## src/rtl/imm_ext_arbiter_pkg.sv

```systemverilog
// Shared CPU package: immediate-format select encodings and arbiter state constants.
package imm_ext_arbiter_pkg;

    typedef logic [2:0] ctrl_t;

    localparam ctrl_t CTRL_I    = 3'b000;  // zero-extend imm26[21:10]
    localparam ctrl_t CTRL_D    = 3'b001;  // sign-extend imm26[20:12]
    localparam ctrl_t CTRL_B    = 3'b010;  // sign-extend imm26[25:0]
    localparam ctrl_t CTRL_CB   = 3'b011;  // sign-extend imm26[23:5]
    localparam ctrl_t CTRL_MOVZ = 3'b100;  // imm26[20:5] placed at halfword imm26[22:21]

    localparam logic [0:0] ST_EMPTY = 1'b0;
    localparam logic [0:0] ST_FULL  = 1'b1;

endpackage

```

## src/rtl/imm_ext_arbiter_if.sv

```systemverilog
// Two requester channels and one response channel of the immediate-extension arbiter.
interface imm_ext_arbiter_if
    import imm_ext_arbiter_pkg::*;
#(
    parameter int TAG_W = 4
);
    logic             rq0_valid;
    logic             rq0_ready;
    logic [25:0]      rq0_imm26;
    ctrl_t            rq0_ctrl;
    logic [TAG_W-1:0] rq0_tag;

    logic             rq1_valid;
    logic             rq1_ready;
    logic [25:0]      rq1_imm26;
    ctrl_t            rq1_ctrl;
    logic [TAG_W-1:0] rq1_tag;

    logic             rsp_valid;
    logic             rsp_ready;
    logic [63:0]      rsp_imm64;
    logic             rsp_src;
    logic [TAG_W-1:0] rsp_tag;
    logic             rsp_err;

    modport master (
        output rq0_valid, rq0_imm26, rq0_ctrl, rq0_tag,
        output rq1_valid, rq1_imm26, rq1_ctrl, rq1_tag,
        input  rq0_ready, rq1_ready,
        output rsp_ready,
        input  rsp_valid, rsp_imm64, rsp_src, rsp_tag, rsp_err
    );

    modport slave (
        input  rq0_valid, rq0_imm26, rq0_ctrl, rq0_tag,
        input  rq1_valid, rq1_imm26, rq1_ctrl, rq1_tag,
        output rq0_ready, rq1_ready,
        input  rsp_ready,
        output rsp_valid, rsp_imm64, rsp_src, rsp_tag, rsp_err
    );

endinterface

```

## src/rtl/imm_ext_core.sv

```systemverilog
// Combinational immediate extraction/extension from a 26-bit instruction field.
module imm_ext_core
    import imm_ext_arbiter_pkg::*;
(
    input  logic [25:0] imm26,
    input  ctrl_t       ctrl,
    output logic [63:0] imm64,
    output logic        err
);

    logic [63:0] movz_val;

    // MOVZ: each halfword lane is filled only when it is the selected shift position.
    generate
        for (genvar gi = 0; gi < 4; gi++) begin : g_movz_lane
            assign movz_val[gi*16 +: 16] = (imm26[22:21] == 2'(gi)) ? imm26[20:5] : 16'h0000;
        end
    endgenerate

    always_comb begin
        imm64 = 64'h0;
        err   = 1'b0;
        case (ctrl)
            CTRL_I:    imm64 = {52'h0, imm26[21:10]};
            CTRL_D:    imm64 = {{55{imm26[20]}}, imm26[20:12]};
            CTRL_B:    imm64 = {{38{imm26[25]}}, imm26[25:0]};
            CTRL_CB:   imm64 = {{45{imm26[23]}}, imm26[23:5]};
            CTRL_MOVZ: imm64 = movz_val;
            default:   err   = 1'b1;
        endcase
    end

endmodule

```

## src/rtl/imm_ext_arbiter.sv

```systemverilog
// Round-robin arbiter between decode and branch-target requesters feeding one
// immediate extender, with a single registered result slot.
module imm_ext_arbiter
    import imm_ext_arbiter_pkg::*;
#(
    parameter int TAG_W = 4
)(
    input  logic               clk,
    input  logic               rst_n,
    imm_ext_arbiter_if.slave   bus
);

    logic [0:0]       state_reg, state_next;
    logic             ptr_reg, ptr_next;
    logic [63:0]      imm_reg;
    logic             src_reg;
    logic [TAG_W-1:0] tag_reg;
    logic             err_reg;

    logic             gnt0, gnt1, both_valid, can_load, accept;
    logic [25:0]      sel_imm26;
    ctrl_t            sel_ctrl;
    logic [TAG_W-1:0] sel_tag;
    logic [63:0]      ext_imm64;
    logic             ext_err;

    // Pointer names the requester that wins a tie; a lone valid requester always wins.
    assign both_valid = bus.rq0_valid & bus.rq1_valid;
    assign gnt0       = bus.rq0_valid & (~bus.rq1_valid | ~ptr_reg);
    assign gnt1       = bus.rq1_valid & (~bus.rq0_valid |  ptr_reg);
    assign can_load   = (state_reg == ST_EMPTY) | bus.rsp_ready;
    assign accept     = (gnt0 | gnt1) & can_load;

    assign bus.rq0_ready = gnt0 & can_load;
    assign bus.rq1_ready = gnt1 & can_load;

    assign sel_imm26 = gnt1 ? bus.rq1_imm26 : bus.rq0_imm26;
    assign sel_ctrl  = gnt1 ? bus.rq1_ctrl  : bus.rq0_ctrl;
    assign sel_tag   = gnt1 ? bus.rq1_tag   : bus.rq0_tag;

    imm_ext_core u_core (
        .imm26 (sel_imm26),
        .ctrl  (sel_ctrl),
        .imm64 (ext_imm64),
        .err   (ext_err)
    );

    always_comb begin
        state_next = state_reg;
        ptr_next   = ptr_reg;
        if (accept) begin
            state_next = ST_FULL;
            if (both_valid) begin
                ptr_next = ~gnt1;
            end
        end else if ((state_reg == ST_FULL) && bus.rsp_ready) begin
            state_next = ST_EMPTY;
        end
    end

    always_ff @(posedge clk or negedge rst_n) begin
        if (!rst_n) begin
            state_reg <= ST_EMPTY;
            ptr_reg   <= 1'b0;
            imm_reg   <= 64'h0;
            src_reg   <= 1'b0;
            tag_reg   <= '0;
            err_reg   <= 1'b0;
        end else begin
            state_reg <= state_next;
            ptr_reg   <= ptr_next;
            if (accept) begin
                imm_reg <= ext_imm64;
                src_reg <= gnt1;
                tag_reg <= sel_tag;
                err_reg <= ext_err;
            end
        end
    end

    assign bus.rsp_valid = (state_reg == ST_FULL);
    assign bus.rsp_imm64 = imm_reg;
    assign bus.rsp_src   = src_reg;
    assign bus.rsp_tag   = tag_reg;
    assign bus.rsp_err   = err_reg;

endmodule
```

## src/flat_wrapper.sv

```systemverilog
// flat-port wrapper written by rule: the top's interface ports become plain ports
module imm_ext_arbiter_flat import imm_ext_arbiter_pkg::*;
#(
    parameter int TAG_W = 4
)
  (clk, rst_n, bus_rq0_valid, bus_rq0_imm26, bus_rq0_ctrl, bus_rq0_tag, bus_rq1_valid, bus_rq1_imm26, bus_rq1_ctrl, bus_rq1_tag, bus_rq0_ready, bus_rq1_ready, bus_rsp_ready, bus_rsp_valid, bus_rsp_imm64, bus_rsp_src, bus_rsp_tag, bus_rsp_err);
  imm_ext_arbiter_if #(.TAG_W(TAG_W)) bus_i ();
  input  logic clk;
  input  logic rst_n;
  input wire logic [$bits(bus_i.rq0_valid)-1:0] bus_rq0_valid;
  input wire logic [$bits(bus_i.rq0_imm26)-1:0] bus_rq0_imm26;
  input wire logic [$bits(bus_i.rq0_ctrl)-1:0] bus_rq0_ctrl;
  input wire logic [$bits(bus_i.rq0_tag)-1:0] bus_rq0_tag;
  input wire logic [$bits(bus_i.rq1_valid)-1:0] bus_rq1_valid;
  input wire logic [$bits(bus_i.rq1_imm26)-1:0] bus_rq1_imm26;
  input wire logic [$bits(bus_i.rq1_ctrl)-1:0] bus_rq1_ctrl;
  input wire logic [$bits(bus_i.rq1_tag)-1:0] bus_rq1_tag;
  output wire logic [$bits(bus_i.rq0_ready)-1:0] bus_rq0_ready;
  output wire logic [$bits(bus_i.rq1_ready)-1:0] bus_rq1_ready;
  input wire logic [$bits(bus_i.rsp_ready)-1:0] bus_rsp_ready;
  output wire logic [$bits(bus_i.rsp_valid)-1:0] bus_rsp_valid;
  output wire logic [$bits(bus_i.rsp_imm64)-1:0] bus_rsp_imm64;
  output wire logic [$bits(bus_i.rsp_src)-1:0] bus_rsp_src;
  output wire logic [$bits(bus_i.rsp_tag)-1:0] bus_rsp_tag;
  output wire logic [$bits(bus_i.rsp_err)-1:0] bus_rsp_err;
  assign bus_i.rq0_valid = bus_rq0_valid;
  assign bus_i.rq0_imm26 = bus_rq0_imm26;
  assign bus_i.rq0_ctrl = bus_rq0_ctrl;
  assign bus_i.rq0_tag = bus_rq0_tag;
  assign bus_i.rq1_valid = bus_rq1_valid;
  assign bus_i.rq1_imm26 = bus_rq1_imm26;
  assign bus_i.rq1_ctrl = bus_rq1_ctrl;
  assign bus_i.rq1_tag = bus_rq1_tag;
  assign bus_rq0_ready = bus_i.rq0_ready;
  assign bus_rq1_ready = bus_i.rq1_ready;
  assign bus_i.rsp_ready = bus_rsp_ready;
  assign bus_rsp_valid = bus_i.rsp_valid;
  assign bus_rsp_imm64 = bus_i.rsp_imm64;
  assign bus_rsp_src = bus_i.rsp_src;
  assign bus_rsp_tag = bus_i.rsp_tag;
  assign bus_rsp_err = bus_i.rsp_err;
  imm_ext_arbiter #(.TAG_W(TAG_W)) u_core (.clk(clk), .rst_n(rst_n), .bus(bus_i));
endmodule
```

## config.mk

```make
export PLATFORM = sky130hd
export DESIGN_NAME = imm_ext_arbiter_flat
export DESIGN_NICKNAME = d
export VERILOG_FILES = /design/src/rtl/imm_ext_arbiter_pkg.sv /design/src/rtl/imm_ext_arbiter_if.sv /design/src/rtl/imm_ext_core.sv /design/src/rtl/imm_ext_arbiter.sv /design/src/flat_wrapper.sv
export SDC_FILE = /design/constraint.sdc
export NUM_CORES = 1
export LEC_CHECK = 0
export CAP_MARGIN = 20
export CORE_MARGIN = 5
export CORE_UTILIZATION = 31
export CTS_BUF_LIST = sky130_fd_sc_hd__clkbuf_4 sky130_fd_sc_hd__clkbuf_8
export CTS_CLUSTER_SIZE = 28
export DETAILED_ROUTE_END_ITERATION = 8
export SLEW_MARGIN = 20
export SYNTH_ARGS = -nofsm -noshare
export SYNTH_HDL_FRONTEND = slang
export SYNTH_SLANG_ARGS = --single-unit
```

## constraint.sdc

```tcl
create_clock -name clk -period 2.65 [get_ports clk]
set_clock_uncertainty 0.05 [all_clocks]
set_input_delay 0.6625 -clock clk [delete_from_list [all_inputs] [get_ports clk]]
set_output_delay 0.6625 -clock clk [all_outputs]
set_load 0.02 [all_outputs]
```

==> tab_implementation.tex <==
\begin{tabular}{lr}
\hline
Metric & Value \\
\hline
\multicolumn{2}{l}{\textbf{CTS}} \\
Root Driver & clkbuf\_8 \\
Buffers inserted by post-CTS timing repair & 0 \\
Clock buffer depth & 2 \\
CTS tree & done \\
\# clock sinks & 72 \\
Clock H-tree levels & 3 \\
Clock transition time at the flip-flop clock pins of the worst setup and hold paths & about 100 ps \\
Latest clock arrival within the worst-skew pair & approximately 370 ps \\
Hold-fix buffer count after cts & 0 \\
Number of buffers inserted during clock tree synthesis & 9 \\
\multicolumn{2}{l}{\textbf{Floorplan}} \\
Site row count & 43 \\
Io pins & about 140 \\
Initial Utilization & 0.316 \\
Total Die Area & roughly 0.017 sq mm \\
Core area & 0.0139 sq mm \\
DIE HEIGHT & around 130 um \\
Die X & between 100 and 150 um \\
\multicolumn{2}{l}{\textbf{Yosys}} \\
Yosys warns & 0 \\
Yosys reg bits & 72 \\
Largest area contributor in the netlist & dfrtp\_1 \\
Number of unique standard cell types used by synthesis & between 60 and 70 \\
Netlist Area Pre-Place & around 0.0044 sq mm \\
Sequential area share after synthesis & 0.411 \\
Async S/R FF share, synth & 1.00 \\
Biggest area contributors in the synthesized netlist & dfrtp\_1 (41\%), mux2i\_1 (8.2\%), nand2\_1 (6.5\%) \\
Syn Nets & between 500 and 600 \\
Commonest register cell after synthesis & dfrtp\_1 \\
Post-Synthesis Cells & between 400 and 500 \\
Mean area per synthesized cell & approximately 10 sq um \\
Number of flops mapped to enable cells by yosys & 0 \\
Share of the synthesized area in the top cell type & 0.411 \\
\multicolumn{2}{l}{\textbf{Final layout}} \\
Number of antenna repair diodes & 0 \\
Share of cells above drive strength 1 & 0.247 \\
NumNets Final & 735 \\
Area used by multi-input combinational logic & 0.00236 sq mm \\
Final std cell area, no fill & 0.00691 sq mm \\
Max FFs per register & 64 \\
Area overhead of the layout relative to synthesis & 57.8\% \\
Leading cell type in the layout, fill and taps excluded & clkdlybuf4s50\_1 \\
Highest-count cells in the layout ignoring fill and taps & clkdlybuf4s50\_1 (139), buf\_4 (102), nand2\_1 (76) \\
Number of inserted filler cells in the final layout & 1301 \\
Area taken by flip-flops and latches & between 0.0015 and 0.002 sq mm \\
\multicolumn{2}{l}{\textbf{Placement}} \\
Placement-stage worst setup slack & -394 ps \\
Number of input and output port buffers inserted & $\sim$140 \\
Placement Cell Area & approximately 0.0067 sq mm \\
Half-perimeter wire length of the detailed placement result & approximately 13000 um \\
Global placement routability congestion & 0.884 \\
\multicolumn{2}{l}{\textbf{Critical path}} \\
Number of cells on the worst reg-to-reg path & 7 \\
CP required & roughly 1900 ps \\
Type of the worst setup path & in -> out \\
Max Fanout on Critical Path & 4 \\
Worst setup EP type & output port \\
Crit path launch type & primary input \\
Data arrival time of the critical path & 1830 ps \\
\multicolumn{2}{l}{\textbf{Global route}} \\
Vias in the first global route & 4711 \\
Number of antenna violations at the first check in global routing & 0 \\
Largest net degree at the start of global routing & 73 \\
Grt total ovfl & 0 \\
Aggregate global-route resource usage & 0.213 \\
First-pass GRT wire length & between 20000 and 30000 um \\
\multicolumn{2}{l}{\textbf{Timing}} \\
Max Freq & 394 MHz \\
Slew at the pin closest to its max-slew limit & 451 ps \\
Final-report setup violation count & 0 \\
Period minus WS final & between 2000 and 3000 ps \\
Fin. Hold Viols & 0 \\
Final setup margin & around 110 ps \\
Tcrit/Tclk final & 0.958 \\
Final number of max-transition violations & 0 \\
Setup repair after global routing missed its margin & false \\
Headroom to the max-slew limit & 0.699 \\
Total negative slack & 0 ps \\
\multicolumn{2}{l}{\textbf{Detailed routing}} \\
Residual DRC & 0 \\
Number of detailed-route iterations in the first pass & 7 \\
Number of vias per cell after detailed routing & approximately 5.5 \\
DRT iter0 DRCs & 466 \\
DRT Wirelength & between 15000 and 20000 um \\
Remaining antenna violation count after routing & 0 \\
Number of vias after detailed routing & 4632 \\
Routed wirelength normalized by instance count & roughly 21 um \\
\multicolumn{2}{l}{\textbf{Min path}} \\
Worst hold path class & in -> async \\
\multicolumn{2}{l}{\textbf{Pwr}} \\
Leakage power & roughly 2.9 nW \\
Post-layout total power & between 0.004 and 0.005 W \\
Power per Cell Area & 663 mW/mm\^{}2 \\
VDD IR-drop max & around 0.26 mV \\
\multicolumn{2}{l}{\textbf{Status}} \\
Status & finished, final reports clean \\
\multicolumn{2}{l}{\textbf{Job}} \\
Max\_cap viols & 0 \\
\hline
\end{tabular}
==> per-stage QoR <==
step	hold slack [ps]	utilization	std cells
after floorplan	317	-	439
after global placement	415	0.483	833
after detailed placement	424	0.483	833
after CTS	254	0.498	849
after global routing	281	0.498	849
final	257	0.498	849
==> power by group <==
| part | internal, W | switching [W] |
|---|---|---|
| logic | 0.00105 | 0.00109 |
| clock network | 0.000447 | 0.000486 |
| registers | 0.00134 | 0.000167 |
==> layout make-up <==
| cell class | instances | area share |
|---|---|---|
| sequential | 72 | 0.261 |
| clock buffer | 9 | 0.0179 |
| inverter | 3 | 0.00163 |
| tap | 180 | 0.0326 |
| multi-input combinational | 327 | 0.341 |
| timing repair buffer | 251 | 0.334 |
| clock inverter | 7 | 0.0114 |
==> routing by layer <==
layer  share of wire  GRT usage  vias up
li1                -          -     2151
met1            0.46      0.305     2253
met2            0.44      0.317      205
met3           0.082     0.0502       23
met4           0.017     0.0692        0
met5               0          0        -
==> critical path: stages <==
cell and delay, ps:
clkdlybuf4s50_1 510, buf_4 210, a21oi_1 110, dlygate4sd2_1 340
==> cells by family (layout without fill, tap and decap cells) <==
family,Yosys count,after routing,synth area share
muxes,51,51,0.121
DFF,72,72,0.411
and+or+nand+nor,134,134,0.151
buffers and inverters,40,270,0.0548
xor gates and xnor gates,1,1,0.00200
AOI/OAI and AO/OA,141,141,0.260
==> cell usage after synthesis (3+ instances only) <==
master,count
dfrtp_1,72
mux2i_1,36
buf_2,9
o211ai_1,37
nor2_1,11
a31oi_1,4
o21ai_0,10
a21oi_1,10
nor3b_1,4
a21o_1,3
nand3_1,10
nor2b_1,4
buf_1,3
a22oi_1,7
clkbuf_1,11
mux2_2,14
nand2_1,76
a221oi_1,5
nor4b_1,3
o211ai_2,6
nand4b_1,3
buf_4,7
buf_6,7
a32oi_1,8
o221ai_2,5
nand2b_1,4
and3_1,4
a22o_1,3
o21ai_1,3
o221ai_1,16
==> what timing repair did <==
action	CTS	global route
setup endpoints to repair	3	2
cloned	0	0
resized for setup	6	1
==> path summary, 6_finish.rpt <==
kind                                                start                                   end  slack (ps)
max in group asynchronous                           rst_n  u_core.bus.rsp_imm64[19]$_DFFE_PN0P_        1970
min reg2reg                u_core.bus.rsp_src$_DFFE_PN0P_        u_core.bus.rsp_src$_DFFE_PN0P_         440
min in group clk           u_core.bus.rsp_src$_DFFE_PN0P_        u_core.bus.rsp_src$_DFFE_PN0P_         440
min                                                 rst_n        u_core.bus.rsp_src$_DFFE_PN0P_         260
max reg2reg                    u_core.ptr_reg$_DFFE_PN0P_  u_core.bus.rsp_imm64[29]$_DFFE_PN0P_         460
max                                         bus_rq1_valid                         bus_rq0_ready         110
No activity file was read; power rests on OpenSTA's default activity.
==> variant, RTL diff (same settings) <==
`TAG_W` is set to 4 in 3 places; all go to 3.
--- a/src/rtl/imm_ext_arbiter_if.sv
+++ b/src/rtl/imm_ext_arbiter_if.sv
@@ -2,7 +2,7 @@
 interface imm_ext_arbiter_if
     import imm_ext_arbiter_pkg::*;
 #(
-    parameter int TAG_W = 4
+    parameter int TAG_W = 3
 );
     logic             rq0_valid;
     logic             rq0_ready;
--- a/src/rtl/imm_ext_arbiter.sv
+++ b/src/rtl/imm_ext_arbiter.sv
@@ -3,7 +3,7 @@
 module imm_ext_arbiter
     import imm_ext_arbiter_pkg::*;
 #(
-    parameter int TAG_W = 4
+    parameter int TAG_W = 3
 )(
     input  logic               clk,
     input  logic               rst_n,
--- a/src/flat_wrapper.sv
+++ b/src/flat_wrapper.sv
@@ -1,7 +1,7 @@
 // flat-port wrapper written by rule: the top's interface ports become plain ports
 module imm_ext_arbiter_flat import imm_ext_arbiter_pkg::*;
 #(
-    parameter int TAG_W = 4
+    parameter int TAG_W = 3
 )
   (clk, rst_n, bus_rq0_valid, bus_rq0_imm26, bus_rq0_ctrl, bus_rq0_tag, bus_rq1_valid, bus_rq1_imm26, bus_rq1_ctrl, bus_rq1_tag, bus_rq0_ready, bus_rq1_ready, bus_rsp_ready, bus_rsp_valid, bus_rsp_imm64, bus_rsp_src, bus_rsp_tag, bus_rsp_err);
   imm_ext_arbiter_if #(.TAG_W(TAG_W)) bus_i ();
Ports: changed (resized bus_rq0_tag, bus_rq1_tag and bus_rsp_tag); port bits go from 144 to 141. No check against the original RTL was run, so the function may have changed too.
==> variant against the unedited design <==
Die area down 1.1%; count of clock-buffer cells in the layout did not move; largest cell class unchanged; total power decreased by 1.4%; critical path depth increased by 1; critical endpoint is now bus_rq1_ready; worst setup slack got worse by 0.012 ns; sequential cell count fell by 1; area after synthesis fell by 1.2%; largest power group unchanged; highest routed layer unchanged; core utilization decreased by 0.27 points; wire length shrank 2.4%; final area down 1.3%; synthesized cell count down 3.9%.
==> variant: results (changes against the unedited design) <==
{| class="wikitable"
! Metric !! Value
|-
| Half-perimeter wire length of the detailed placement result || 13,700 µm (+2.1%)
|-
| Cell depth of the worst flop-to-flop path || 5 (-2)
|-
| Peak supply drop || 254 µV (-3.6%)
|-
| Global-route track usage on met1 || 27.2% (-3.2 points)
|-
| Fraction of area in registers || 26.1% (about the same)
|-
| Via count of the first global-routing pass || 4,625 (-1.8%)
|-
| Proportion of layout cells with a drive suffix above 1 || 25.7% (+1.0 points)
|-
| Proportion of synthesized chip area in sequential cells || 41.1% (-0.067 points)
|-
| Layout fillers || 1,303 (+0.15%)
|-
| Wire length on met1 || 7480 µm (-6.7%)
|-
| Number of I/O port buffers || 140 (-2.1%)
|-
| Outcome || finished clean
|-
| Clk pwr || 0.000919 W (-2%)
|-
| Leakage || 2.86 nW (-2.8%)
|-
| Buffers, non-clock || 246 (-2.0%)
|-
| Startpoint of the most critical setup path || bus_rq0_valid
|-
| CP max stage delay || 0.47 ns (-0.04 ns)
|-
| Final-stage net count || 714 (-2.9%)
|-
| Fraction of area in non-clock buffers || 33.0% (-0.42 points)
|-
| Detailed-router iteration count before antenna repair || 4 (-3)
|-
| Area share of xor/xnor cells in the synthesized design || 0.202% (+0.0025 points)
|-
| Transition time at the pin with the least slew margin || 0.616 ns (+0.165 ns)
|-
| Initial DRC Count || 261 (-44%)
|-
| Compound-cell area share of the yosys netlist || 27.8% (+1.8 points)
|-
| Pin count of the biggest net entering global routing || 49 (-33%)
|-
| Most common library cells after synthesis || sky130_fd_sc_hd__dfrtp_1, sky130_fd_sc_hd__nand2_1, sky130_fd_sc_hd__o211ai_1
|-
| Global Route met3 Usage || 3.29% (-1.7 points)
|-
| Number of sequential storage elements || 71 (-1.4%)
|}
variant: changes by cell type in the layout (fill, tap and decap cells not counted), moves of 3 or more:
cell and change:
sky130_fd_sc_hd__a221o_1 +5, sky130_fd_sc_hd__nor2b_1 +4, sky130_fd_sc_hd__a221oi_1 -4, sky130_fd_sc_hd__mux2i_1 -3, sky130_fd_sc_hd__o221ai_1 +4, sky130_fd_sc_hd__nand2_1 -11
sky130_fd_sc_hd__o221ai_2 -3, sky130_fd_sc_hd__o211ai_2 -4, sky130_fd_sc_hd__a32oi_1 -3, sky130_fd_sc_hd__a211oi_1 +4
variant: what timing repair did:
action                     in CTS  in global routing
resized for setup               2                  2
hold buffers                    0                  0
setup endpoints to repair       2                  8
gates cloned                    0                  0
pin swaps                       0                  0
variant: through the flow:
step / util, % / cells
floorplan: - / 422
global placement: 48.0 / 814
detailed placement: 48.0 / 814
CTS: 49.5 / 830
global route: 49.5 / 830
finish: 49.5 / 830
